`src/rtl/mem_arbiter_pkg.sv`:
```
// Shared definitions for the memory-port arbiter: FSM encoding and requester IDs.
package mem_arb_defs;

  typedef enum logic [1:0] {
    IDLE   = 2'd0,
    ACCESS = 2'd1,
    RESP   = 2'd2
  } arb_state_e;

  localparam logic REQ_CPU    = 1'b0;
  localparam logic REQ_LOADER = 1'b1;

  // Requester index to one-hot strobe
  function automatic logic [1:0] id2oh(input logic id);
    return id ? 2'b10 : 2'b01;
  endfunction

endpackage

```
`src/rtl/mem_arbiter_rr_pick.sv`:
```
// Two-way round-robin picker: a lone requester wins, a tie goes to the one
// that did not own the port last.
module rr_pick
  import mem_arb_defs::*;
(
  input  logic [1:0] req_valid,
  input  logic       last_grant,
  output logic [1:0] grant,
  output logic       grant_idx
);

  // Winner selection, grant is zero when nobody asks
  always_comb begin
    grant_idx = REQ_CPU;
    if (req_valid == 2'b11)  grant_idx = ~last_grant;
    else if (req_valid[1])   grant_idx = REQ_LOADER;
    grant = (req_valid != 2'b00) ? id2oh(grant_idx) : 2'b00;
  end

endmodule

```
`src/rtl/mem_arbiter.sv`:
```
// Arbitrates a single memory port between the CPU controller (0) and the
// program loader (1). One transfer in flight: accept, WAIT_CYCLES of access,
// one response cycle, then back to idle.
module mem_arbiter
  import mem_arb_defs::*;
#(
  parameter int AW          = 32,
  parameter int DW          = 32,
  parameter int WAIT_CYCLES = 2   // 1..15
) (
  input  logic          Clk,
  input  logic          Reset,
  input  logic [1:0]    req_valid,
  input  logic [1:0]    req_write,
  input  logic [AW-1:0] req_addr0,
  input  logic [AW-1:0] req_addr1,
  input  logic [DW-1:0] req_wdata0,
  input  logic [DW-1:0] req_wdata1,
  output logic [1:0]    req_ready,
  output logic [1:0]    rsp_valid,
  output logic [DW-1:0] rsp_rdata,
  output logic          mem_en,
  output logic          mem_we,
  output logic [AW-1:0] mem_addr,
  output logic [DW-1:0] mem_wdata,
  input  logic [DW-1:0] mem_rdata,
  output logic          busy,
  output logic          grant_id
);

  localparam int CW = 4;

  arb_state_e    state;
  logic [CW-1:0] cnt;
  logic          last_grant;
  logic          wr_q;
  logic [AW-1:0] addr_q;
  logic [DW-1:0] wdata_q;
  logic [DW-1:0] rdata_q;
  logic [1:0]    pick_oh;
  logic          pick_id;

  rr_pick u_pick (
    .req_valid  (req_valid),
    .last_grant (last_grant),
    .grant      (pick_oh),
    .grant_idx  (pick_id)
  );

  // Acceptance strobe only in IDLE; suppressed while reset is held so a
  // request is never acknowledged and then dropped by the reset.
  always_comb begin
    req_ready = (state == IDLE && !Reset) ? pick_oh : 2'b00;
  end

  // Output decode from the registered state and transfer latches
  always_comb begin
    busy      = (state != IDLE);
    mem_en    = (state == ACCESS);
    mem_we    = (state == ACCESS) && wr_q;
    mem_addr  = (state == ACCESS) ? addr_q  : '0;
    mem_wdata = (state == ACCESS) ? wdata_q : '0;
    rsp_valid = (state == RESP && !Reset) ? id2oh(grant_id) : 2'b00;
    rsp_rdata = (state == RESP && !wr_q)  ? rdata_q : '0;
  end

  // Transfer FSM; reset wins over every transition and aborts in-flight work
  always_ff @(posedge Clk) begin
    if (Reset) begin
      state      <= IDLE;
      cnt        <= '0;
      last_grant <= REQ_LOADER;
      grant_id   <= REQ_CPU;
      wr_q       <= 1'b0;
      addr_q     <= '0;
      wdata_q    <= '0;
      rdata_q    <= '0;
    end else begin
      case (state)
        IDLE: begin
          if (req_valid != 2'b00) begin
            grant_id <= pick_id;
            wr_q     <= req_write[pick_id];
            addr_q   <= pick_id ? req_addr1  : req_addr0;
            wdata_q  <= pick_id ? req_wdata1 : req_wdata0;
            cnt      <= CW'(WAIT_CYCLES - 1);
            state    <= ACCESS;
          end
        end
        ACCESS: begin
          if (cnt != '0) begin
            cnt <= cnt - 1'b1;
          end else begin
            rdata_q <= mem_rdata;
            state   <= RESP;
          end
        end
        RESP: begin
          last_grant <= grant_id;
          state      <= IDLE;
        end
        default: state <= IDLE;
      endcase
    end
  end

endmodule

```
`config.mk`:
```
export PLATFORM = sky130hd
export DESIGN_NAME = mem_arbiter
export DESIGN_NICKNAME = d
export VERILOG_FILES = /design/src/rtl/mem_arbiter_pkg.sv /design/src/rtl/mem_arbiter_rr_pick.sv /design/src/rtl/mem_arbiter.sv
export SDC_FILE = /design/constraint.sdc
export NUM_CORES = 1
export LEC_CHECK = 0
export ABC_AREA = 1
export CAP_MARGIN = 15
export CELL_PAD_IN_SITES_DETAIL_PLACEMENT = 0
export CELL_PAD_IN_SITES_GLOBAL_PLACEMENT = 2
export CORE_MARGIN = 4
export CORE_UTILIZATION = 21
export DETAILED_ROUTE_END_ITERATION = 12
export GPL_TIMING_DRIVEN = 0
export PLACE_DENSITY_LB_ADDON = 0.1
export SYNTH_ARGS = -nofsm -noshare
export SYNTH_HDL_FRONTEND = slang
export SYNTH_SLANG_ARGS = --single-unit
```
`constraint.sdc`:
```
create_clock -name Clk -period 3.03 [get_ports Clk]
set_clock_uncertainty 0.05 [all_clocks]
set_input_delay 0.7575 -clock Clk [delete_from_list [all_inputs] [get_ports Clk]]
set_output_delay 0.7575 -clock Clk [all_outputs]
set_load 0.01 [all_outputs]
```
Word level (Yosys, flattened, before mapping)
Index checks and enable logic that the tools add are counted.
Operators by class
  bitwise operators: 2
  multiplexer cells: 20
  equal/unequal tests: 6
  $add $sub $neg: 1
  reductions and logical operators: 15
  magnitude comparators: 1
Operators by type and width (count)
  $mux 32: 5
  $mux 2: 7
  $mux 4: 2
  $pmux 4 s2: 1
  $reduce_and 2->1: 3
  $reduce_bool 2->1: 3
  $eq 2x2->1 const B: 2
  $logic_and 1x1->1: 4
  $mux 1: 4
  $ne 2x1->1 const B: 2
  $pmux 2 s2: 1
  $reduce_bool 4->1: 1
  $sub 4x1->4 const B: 1
  $reduce_and 3->1: 1
  $eq 2x1->1 const B: 1
  $logic_not 1->1: 2
  $logic_not 2->1: 1
  $lt 1x2->1 const B: 1
  $ne 2x2->1 const B: 1
  $not 1->1: 2
Word-level totals
  bits in registers: 105
  output and inout port bits: 104

Logic depth before layout (Yosys ltp)
Gate-level depths: netlist (run 1).
  word-level depth: 5
  depth in mapped cells: 8

Modules after synthesis
Synthesis (run 1) repeated with hierarchy kept, for this count alone.
Unflattened totals
  cells, all modules: 801
  area, all modules: 5268.8 um^2
Modules (own cells, without submodules)
  mem_arbiter: cells each 795, sequential area each 2102.0 um^2, times used 1, area each 5243.8 um^2
  rr_pick: cells each 6, sequential area each 0.0 um^2, times used 1, area each 25.0 um^2

Worst setup path before layout (run 1)
Ideal clock, no wire load.
  path kind: input -> output
  start: input port Reset
  end: output port req_ready[1]
  cell stages on the path: 3
  data arrival time: 1463 ps
  buffers on the path: 2
  path slack: 759 ps
  required time: 2223 ps
  path through: clkbuf_2 > nor3_4 > buf_6
On the way
  longest elaborated chain between the ends: 3
RTL lines
  from (decl): line mem_arbiter.sv:12  | input logic Reset,
  $logic_not 1->1: line mem_arbiter.sv:53  | req_ready = (state == IDLE && !Reset) ? pick_oh : 2'b00;
  $logic_and 1x1->1: line mem_arbiter.sv:53
  $mux 2: line mem_arbiter.sv:53
  to (decl): line mem_arbiter.sv:19  | output logic [1:0] req_ready,
No other way between the ends.

Worst setup path after layout (run 1)
  start: input port Reset
  end: output port rsp_valid[0]
On the way
  longest elaborated chain between the ends: 3
RTL lines
  $logic_not 1->1: line mem_arbiter.sv:63  | rsp_valid = (state == RESP && !Reset) ? id2oh(grant_id) : 2'b00;
  $logic_and 1x1->1: line mem_arbiter.sv:63
  $mux 2: line mem_arbiter.sv:63
  to (decl): line mem_arbiter.sv:20  | output logic [1:0] rsp_valid,
No other way between the ends.

==> summary.md, run 1 <==
| Metric | Value |
|---|---|
| Area grow syn2layout | 68.3% |
| DRT met1 WL | 9130 µm |
| CTS clk-pin slew, worst paths | 0.08 ns |
| Port Buffers | 268 |
| Gr usage total | 15.3% |
| RR Startpoint | cnt[1]$_SDFFE_PP0P_ |
| WP data arrival | 2.05 ns |
| Final Core Density | 35.8% |
| Root buf cell | clkbuf_16 |
| Top sig layer | met4 |
| RSZ-0062 raised after global routing | false |
| Pin count of the biggest net entering global routing | 19 |
| Critical path type | in2out |
| First drt pass iteration count | 6 |
| Max_slew headroom | 56.9% |
| VDD IR max | 268 µV |
| RR Endpoint | rdata_q[14]$_SDFFE_PP0P_ |
| CP startpoint kind | input port |
| Synth Warn # | 0 |
| Reg2Reg Setup Slack | 1.37 ns |
| Max-cap violations | 0 |
| Die X | 162 µm |
| WL met2 | 9430 µm |
| H-tree level count | 3 |
| Worst skew pair latency | 0.35 ns |
| Vias in the first global route | 5485 |
| Lkg Pwr | 0.00340 µW |
| Core Area | 0.0234 mm² |
| Drt initial violations | 182 |
| DRC errors left | 0 |
| Final Hold Fails | 0 |
| Tcrit/Tclk final | 94.2% |
| I/O pin cnt | 270 |
| Seq cells post-synth | 105 |
| Critical path fanouts, max | 10 |
| Antenna viol nets, final | 0 |
| Dpl cells | 1353 |
| Tot Pwr | 4010 µW |
| Hold wc startpoint | rdata_q[2]$_SDFFE_PP0P_ |
| Worst setup EP type | primary output |
| Share of post-route cells with drive strength above 1 | 6.18% |
| Global-route wire length before repair | roughly 31000 µm |
| Synthesized area per cell | 6.49 µm² |
| Die area | 0.0262 mm² |
| Pwr Density | about 480 mW/mm² |
| Fraction of the yosys area taken by sequential cells | 42.3% |
| Mapped cell area | 0.00497 mm² |
| CTS Buf Count | 9 |
| Status | completed |
| Final cell count without fillers | 1372 |
| Synth Net Count | roughly 930 |
| Slew @ Worst Pin | 0.646 ns |
| Max clock buf depth | 2 |
| Drt wl/cell | 14.8 µm |
| WL met3 | 1330 µm |
| Clock sink total | between 100 and 150 |
| R2r worst-path depth | 6 |
| Synth top area share | about 42% |
| Vias post-DR | 5452 |
| Fmax | 351 MHz |
| Commonest non-fill, non-tap cells in the layout | 264 x clkdlybuf4s50_1, 184 x nand2_1, 136 x nor2_1 |
| Final setup fails | 0 |
| Initial antenna violation count | 1 |
| WHS Endpoint | rdata_q[2]$_SDFFE_PP0P_ |
| Detailed Place HPWL | 15400 µm |
| Congestion Overflow GR | 0 |
| DR vias/cell | 3.97 |
| Area leader, netlist | dfxtp_1 |
| Syn Inst Count | 766 |
| Hold Path Stages | 2 |
| CTS tree | done |
| Initial Util | 21.3% |
| Tmin final | 2.85 ns |
| WL final | roughly 20000 µm |
| Die Span Y | 162 µm |
| Synth cell types | 28 |
| Synth top area cells | dfxtp_1 42%, nand2_1 14%, nor2_1 10% |
| Hold WC Path Type | reg2reg |
| Commonest non-fill, non-tap cell in the layout | clkdlybuf4s50_1 |
| Req. time, crit path | around 2.2 ns |
| Row count | 56 |
| RD Place Congestion | 0.747 |
| Final nets | between 1000 and 1500 |
| Slew Limit Fails | 0 |
==> cell usage after synthesis <==
library cell and instances:
a21oi_1 42, buf_1 1, buf_2 21, buf_4 2, buf_6 5, clkbuf_1 12, clkbuf_2 1, clkinv_1 1
dfxtp_1 105, ha_1 2, inv_1 132, inv_2 2, inv_4 1, nand2_1 185, nand2_2 2, nand2_4 1
nand3_1 38, nor2_1 136, nor2_2 1, nor2_4 2, nor2_8 1, nor3_1 2, nor3_4 1, o21ai_0 39
o21ai_4 1, o21bai_1 1, o22ai_1 28, or2_2 1
==> kinds of logic after synthesis <==
kind of cell / Yosys count / synth area share, %
buf+inv: 178 / 14.9
fa+ha+maj: 2 / 0.503
flops: 105 / 42.3
compound gates: 111 / 12.1
simple gates: 370 / 30.2
==> power breakdown <==
part	switching [µW]	internal [µW]
logic	631	536
registers	66.0	1580
clock network	595	593
total	1290	2710
==> critical path, stage by stage <==
cell	delay, ns
clkbuf_2	0.19
inv_2	0.24
nand2_1	0.10
nor2_1	0.14
clkdlybuf4s50_1	0.62
==> worst max-delay path by stage <==
stage,from,endpoint,slack [ns],cells after the start
3_3_place_gp,req_valid[1],req_ready[1],-0.54,5
2_1_floorplan,Reset,req_ready[1],0.76,3
3_5_place_dp,req_valid[1],req_ready[1],-0.54,5
5_1_grt,state[1]$_SDFFE_PP0P_,mem_addr[18],0.004,6
4_1_cts,state[1]$_SDFFE_PP0P_,rsp_rdata[13],0.04,6
6_report,Reset,rsp_valid[0],0.18,5
==> state kept, by name (all words and copies together), names as in the netlist <==
signal,count
last_grant,1
addr_q,32
grant_id,1
rdata_q,32
state,2
cnt,4
wr_q,1
wdata_q,32
==> layer usage <==
metal | vias up | GRT usage [%]
met5 | - | 0
met4 | 0 | 3.65
met3 | 16 | 4.67
met2 | 158 | 25.1
met1 | 2400 | 19.8
li1 | 2878 | -
==> final cells by class <==
class | instances | area [µm²]
fill | 2613 | 15000
timing repair buffer | 270 | 2690
multi-input combinational | 483 | 2140
sequential | 105 | 2100
inverter | 136 | 513
tap | 319 | 399
clock buffer | 10 | 239
buffer | 42 | 235
clock inverter | 6 | 48.8
antenna | 1 | 2.50
==> through the flow <==
| step | worst slack, ns | area, µm² | hold slack (ns) | setup TNS (ns) |
|---|---|---|---|---|
| after floorplan | 0.759 | 4970 | 0.380 | 0 |
| after global placement | -0.538 | 8060 | 0.392 | -0.988 |
| after detailed placement | -0.537 | 8060 | 0.395 | -1.00 |
| after CTS | 0.0406 | 8360 | 0.408 | 0 |
| after global routing | 0.00424 | 8370 | 0.430 | 0 |
| final | 0.177 | 8370 | 0.405 | 0 |
==> timing repair <==
action / 4_1_cts / 5_1_grt
hold buffers: 0 / 0
resized for setup: 8 / 6
setup endpoints to repair: 56 / 28
buffers inserted: 2 / 0
pin swaps: 2 / 0
Power figures use the tool's default switching activity.
==> run 2: changes to the inputs <==
--- a/config.mk
+++ b/config.mk
@@ -13,7 +13,7 @@
 export CORE_UTILIZATION = 21
 export DETAILED_ROUTE_END_ITERATION = 12
 export GPL_TIMING_DRIVEN = 0
-export PLACE_DENSITY_LB_ADDON = 0.1
+export PLACE_DENSITY = 0.92
 export SYNTH_ARGS = -nofsm -noshare
 export SYNTH_HDL_FRONTEND = slang
 export SYNTH_SLANG_ARGS = --single-unit
==> summary.md, run 2 (synthesized netlist as in run 1, its figures left out) <==
| Metric | Value |
|---|---|
| CTS tree | done (unchanged) |
| Comb power frac | 28.6% (was 29.1%) |
| Vias post-DR | 5539 (was 5452) |
| Final nets | 1219 (was 1215) |
| Slew Limit Fails | 0 (unchanged) |
| Gr usage total | 14.4% (was 15.3%) |
| Hold WC Path Type | reg2reg (unchanged) |
| Pin count of the biggest net entering global routing | 19 (unchanged) |
| Initial antenna violation count | 1 (unchanged) |
| Sum Neg Setup Slack | 0 ns (unchanged) |
| Design area | 0.00843 mm² (was 0.00837 mm²) |
| Max_slew headroom | 59.4% (was 56.9%) |
| Tcrit/Tclk final | 97.1% (was 94.2%) |
| Status | completed (unchanged) |
| Tot Pwr | 4090 µW (was 4010 µW) |
| Critical path type | in2out (unchanged) |
| WL final | 19400 µm (was 20300 µm) |
| Vias in the first global route | 5485 (unchanged) |
| Worst setup EP type | primary output (unchanged) |
| Sw Share | 31.4% (was 32.3%) |
| DR vias/cell | 4.03 (was 3.97) |
| Placed cell areas | 0.00806 mm² (unchanged) |
| VDD IR max | 255 µV (was 268 µV) |
| RSZ-0062 raised after global routing | false (unchanged) |
| Setup WS post-layout | 0.0882 ns (was 0.177 ns) |
| Final Core Density | 36.0% (was 35.8%) |
| CTS Buf Count | 9 (unchanged) |
| Final setup fails | 0 (unchanged) |
| Worst skew pair latency | 0.35 ns (about the same) |
| Slew @ Worst Pin | 0.608 ns (was 0.646 ns) |
| CTS clk-pin slew, worst paths | 0.08 ns (about the same) |
| Tmin final | 2.94 ns (was 2.85 ns) |
| Detailed Place HPWL | 15000 µm (was 15400 µm) |
| First drt pass iteration count | 5 (was 6) |
| Fmax | 340 MHz (was 351 MHz) |
| DRC errors left | 0 (unchanged) |
| I/O pin cnt | 270 (unchanged) |
| Global-route wire length before repair | 30100 µm (was 31400 µm) |
| Int Pwr | 2800 µW (was 2710 µW) |
| Pwr Density | 485 mW/mm² (was 478 mW/mm²) |
| Area grow syn2layout | 69.4% (was 68.3%) |
| WP data arrival | 2.13 ns (was 2.05 ns) |
| Max-cap violations | 0 (unchanged) |
| Drt initial violations | 273 (was 182) |
| Root buf cell | clkbuf_16 (unchanged) |
| Lkg Pwr | 0.00343 µW (was 0.00340 µW) |
| Die Span Y | 162 µm (unchanged) |
| Share of post-route cells with drive strength above 1 | 6.53% (was 6.18%) |
| CP startpoint kind | input port (unchanged) |
| RD Place Congestion | 0.757 (was 0.747) |
| P_sw | 1280 µW (was 1290 µW) |
| Drt wl/cell | 14.1 µm (was 14.8 µm) |
| Port Buffers | 268 (unchanged) |
| Core Area | 0.0234 mm² (unchanged) |
| Row count | 56 (unchanged) |
| Final Hold Fails | 0 (unchanged) |
| Req. time, crit path | 2.22 ns (about the same) |
| Max clock buf depth | 2 (unchanged) |
| Clock share of power | 31.0% (was 29.7%) |
| Critical path fanouts, max | 9 (was 10) |
| Commonest non-fill, non-tap cells in the layout | 265 x clkdlybuf4s50_1, 184 x nand2_1, 136 x nor2_1 (was 264 x clkdlybuf4s50_1, 184 x nand2_1, 136 x nor2_1) |
| Fillers | 2623 (was 2613) |
| Largest regs | addr_q: 32 flops, rdata_q: 32 flops, wdata_q: 32 flops (unchanged) |
| Register share of total power | 40.4% (was 41.2%) |
| Die area | 0.0262 mm² (unchanged) |
| Pre-CTS worst setup slack | -0.516 ns (was -0.537 ns) |
| Clock sink total | 105 (unchanged) |
| H-tree level count | 3 (unchanged) |
| Commonest non-fill, non-tap cell in the layout | clkdlybuf4s50_1 (unchanged) |
| Die X | 162 µm (unchanged) |
| Congestion Overflow GR | 0 (unchanged) |
| Hold-fix buffers, CTS | 0 (unchanged) |
| Initial Util | 21.3% (unchanged) |
| Antenna viol nets, final | 0 (unchanged) |
## run 2: cell types whose count changed in the layout (fill, tap and decap cells not counted), sizes merged
cell and delta:
clkbuf +2, clkdlybuf4s50 +1, bufinv +1, dlygate4sd2 -1, buf +2, inv +1, clkinv -2
## run 2: final cells by class
class / instances / area (µm²) / share of cell area [%]
timing repair buffer: 274 / 2730 / 32.4
multi-input combinational: 483 / 2140 / 25.4
sequential: 105 / 2100 / 24.9
inverter: 136 / 513 / 6.09
tap: 319 / 399 / 4.74
clock buffer: 10 / 239 / 2.84
buffer: 42 / 236 / 2.81
clock inverter: 6 / 70.1 / 0.832
antenna: 1 / 2.50 / 0.0297
## run 2: what timing repair did
item	4_1_cts	5_1_grt
endpoints found under the setup margin	60	32
gates resized for setup	8	4
pin swaps	2	0
cloned	0	0
setup buffers	3	3
## run 2: power by group through the flow
stage / clock network, µW / logic [µW] / registers, µW
3_5_place_dp: 0 / 1180 / 1680
6_report: 1270 / 1170 / 1650
5_1_grt: 1380 / 1310 / 1670
4_1_cts: 1320 / 1190 / 1650
3_3_place_gp: 0 / 1170 / 1680
2_1_floorplan: 0 / 613 / 1670
## run 2: path summary, 6_finish.rpt
kind	slack, ns	endpoint	cells past startpoint	start
worst min-delay path	0.40	rdata_q[12]$_SDFFE_PP0P_	2	rdata_q[12]$_SDFFE_PP0P_
worst max register to register	1.41	rdata_q[19]$_SDFFE_PP0P_	6	cnt[0]$_SDFFE_PP0P_
worst max-delay path	0.09	req_ready[1]	6	req_valid[0]
worst min register to register	0.40	rdata_q[12]$_SDFFE_PP0P_	2	rdata_q[12]$_SDFFE_PP0P_
## run 2: per-layer routing
layer / global-route usage (%) / part of all wire (%) / vias to the layer above
li1: - / - / 2892
met1: 17.8 / 43 / 2461
met2: 24.1 / 47 / 176
met3: 5.46 / 8.8 / 10
met4: 3.11 / 0.84 / 0
met5: 0 / 0 / -
## run 2: worst max-delay path, cell delays in order
cell             delay (ns)
dlygate4sd2_1          0.28
nand2_1                0.12
nand2_4                0.08
nor3_4                 0.19
buf_6                  0.16
clkdlybuf4s50_1        0.54
## run 2: through the flow
| step | instances | hold slack (ns) |
|---|---|---|
| global placement | 1353 | 0.388 |
| detailed placement | 1353 | 0.393 |
| global route | 1376 | 0.419 |
| floorplan | 766 | 0.380 |
| CTS | 1372 | 0.405 |
| finish | 1376 | 0.403 |
==> run 3: changes to the inputs <==
--- a/config.mk
+++ b/config.mk
@@ -12,7 +12,6 @@
 export CORE_MARGIN = 4
 export CORE_UTILIZATION = 21
 export DETAILED_ROUTE_END_ITERATION = 12
-export GPL_TIMING_DRIVEN = 0
 export PLACE_DENSITY = 0.92
 export SYNTH_ARGS = -nofsm -noshare
 export SYNTH_HDL_FRONTEND = slang
==> summary.md, run 3 (synthesized netlist as in run 1, its figures left out) <==
| Metric | Value |
|---|---|
| Status | completed (unchanged) |
| Clock sink total | 105 (unchanged) |
| Area grow syn2layout | 66.4% (was 69.4%) |
| H-tree level count | 3 (unchanged) |
| Tmin final | 2.96 ns (was 2.94 ns) |
| Placed cell areas | 0.00800 mm² (was 0.00806 mm²) |
| Die Span Y | 162 µm (unchanged) |
| DRC errors left | 0 (unchanged) |
| RSZ-0062 raised after global routing | false (unchanged) |
| Vias in the first global route | 5136 (was 5485) |
| Root buf cell | clkbuf_16 (unchanged) |
| Final cell count without fillers | 1345 (was 1376) |
| Pin count of the biggest net entering global routing | 66 (was 19) |
| Gr usage total | 13.5% (was 14.4%) |
| Die area | 0.0262 mm² (unchanged) |
| Hold-fix buffers, CTS | 0 (unchanged) |
| Initial Util | 21.3% (unchanged) |
| Final nets | 1189 (was 1219) |
| WP data arrival | 2.15 ns (was 2.13 ns) |
| Crit-path slowest cell | clkdlybuf4s50_1 (unchanged) |
| RD Place Congestion | 0.782 (was 0.757) |
| Hold Path Stages | 2 (unchanged) |
| Max clock buf depth | 2 (unchanged) |
| Final Hold Fails | 0 (unchanged) |
| VDD IR max | 226 µV (was 255 µV) |
| Pwr Density | 477 mW/mm² (was 485 mW/mm²) |
| Max-cap violations | 0 (unchanged) |
| Slew @ Worst Pin | 0.526 ns (was 0.608 ns) |
| Clock share of power | 29.6% (was 31.0%) |
| Initial antenna violation count | 0 (was 1) |
| Cell family with most CP delay | buffers and inverters (unchanged) |
| Req. time, crit path | 2.22 ns (about the same) |
| Row count | 56 (unchanged) |
| Die X | 162 µm (unchanged) |
| CP max stage delay | 0.56 ns (was 0.54 ns) |
| Antenna viol nets, final | 0 (unchanged) |
| Critical path fanouts, max | 3 (was 9) |
| Port Buffers | 269 (was 268) |
| Global-route wire length before repair | 28100 µm (was 30100 µm) |
| Comb power frac | 28.6% (about the same) |
| R2r worst-path depth | 8 (was 6) |
| DR vias/cell | 3.99 (was 4.03) |
| Drt initial violations | 220 (was 273) |
| P_sw | 1250 µW (was 1280 µW) |
| CP Depth | 5 (was 6) |
| First drt pass iteration count | 4 (was 5) |
| Vias post-DR | 5362 (was 5539) |
| Share of post-route cells with drive strength above 1 | 4.58% (was 6.53%) |
| Critical path type | in2out (unchanged) |
| Int Pwr | 2700 µW (was 2800 µW) |
| Largest regs | addr_q: 32 flops, rdata_q: 32 flops, wdata_q: 32 flops (unchanged) |
| Tcrit/Tclk final | 97.8% (was 97.1%) |
| Commonest non-fill, non-tap cell in the layout | clkdlybuf4s50_1 (unchanged) |
| CTS Buf Count | 9 (unchanged) |
| Lkg Pwr | 0.00335 µW (was 0.00343 µW) |
| Slew Limit Fails | 0 (unchanged) |
| Worst path most repeated cell | clkdlybuf4s50_1 |
| Hold WC Path Type | reg2reg (unchanged) |
| Final setup fails | 0 (unchanged) |
| Congestion Overflow GR | 0 (unchanged) |
| Sum Neg Setup Slack | 0 ns (unchanged) |
| Fmax | 338 MHz (was 340 MHz) |
| CP startpoint kind | input port (unchanged) |
| WL final | 18400 µm (was 19400 µm) |
| Max_slew headroom | 64.9% (was 59.4%) |
| Register share of total power | 41.9% (was 40.4%) |
| CTS clk-pin slew, worst paths | 0.07 ns (was 0.08 ns) |
| CTS tree | done (unchanged) |
| Core Area | 0.0234 mm² (unchanged) |
| CP Cell Sequence | clkdlybuf4s50_1 -> inv_2 -> nand2_1 -> nor2_1 -> clkdlybuf4s50_1 (was dlygate4sd2_1 -> nand2_1 -> nand2_4 -> nor3_4 -> buf_6 -> clkdlybuf4s50_1) |
| Dpl cells | 1329 (was 1353) |
| Worst setup EP type | primary output (unchanged) |
| Tot Pwr | 3950 µW (was 4090 µW) |
| Detailed Place HPWL | 13200 µm (was 15000 µm) |
| Design area | 0.00828 mm² (was 0.00843 mm²) |
| Diodes inserted | 0 (was 1) |
| Sw Share | 31.6% (was 31.4%) |
| Worst Path Buf+Inv | 3 (unchanged) |
| Drt wl/cell | 13.7 µm (was 14.1 µm) |
| I/O pin cnt | 270 (unchanged) |
| Worst skew pair latency | 0.35 ns (about the same) |
| Commonest non-fill, non-tap cells in the layout | 267 x clkdlybuf4s50_1, 184 x nand2_1, 136 x nor2_1 (was 265 x clkdlybuf4s50_1, 184 x nand2_1, 136 x nor2_1) |
## run 3: worst min-delay path, cell delays in order, from the launching register on
cell     delay [ns]
dfxtp_1        0.30
inv_1          0.06
a21oi_1        0.05
## run 3: routing by layer
| layer | part of all wire [%] | global-route usage (%) | vias to the layer above |
|---|---|---|---|
| li1 | - | - | 2827 |
| met1 | 44 | 16.5 | 2350 |
| met2 | 46 | 22.3 | 171 |
| met3 | 8.9 | 5.33 | 14 |
| met4 | 1.4 | 3.34 | 0 |
| met5 | 0 | 0 | - |
## run 3: path summary, 6_finish.rpt
path,start,end,slack (ns)
worst max register to register,last_grant$_SDFFE_PP1N_,wdata_q[5]$_SDFFE_PP0P_,1.08
worst min register to register,rdata_q[11]$_SDFFE_PP0P_,rdata_q[11]$_SDFFE_PP0P_,0.40
worst min-delay path,rdata_q[11]$_SDFFE_PP0P_,rdata_q[11]$_SDFFE_PP0P_,0.40
worst max-delay path,Reset,rsp_valid[0],0.07
## run 3: final cells by class
cell class	count	area, µm²
timing repair buffer	286	2850
clock buffer	11	243
clock inverter	5	38.8
multi-input combinational	483	2140
tap	319	399
fill	2604	15100
inverter	136	513
sequential	105	2100
## run 3: power by group through the flow
stage	clock [µW]	combinational, µW	sequential (µW)
after floorplan	0	613	1670
after global placement	0	1150	1680
after detailed placement	0	1150	1690
after CTS	1230	1150	1650
after global routing	1280	1270	1670
final	1170	1130	1650
## run 3: metrics by stage
step / setup WS, ns / hold slack, ns / utilization (%)
after CTS: 0.00965 / 0.408 / 35.4
after global placement: 0.00273 / 0.390 / 34.2
final: 0.0679 / 0.403 / 35.4
after floorplan: 0.759 / 0.380 / -
after global routing: 0.000504 / 0.422 / 35.4
after detailed placement: -0.00754 / 0.396 / 34.2
## run 3: what timing repair did
item	CTS	global route
pin swaps	0	0
endpoints found under the setup margin	1	1
buffers inserted	0	0
resized for setup	1	1
endpoints found under the hold margin	0	0
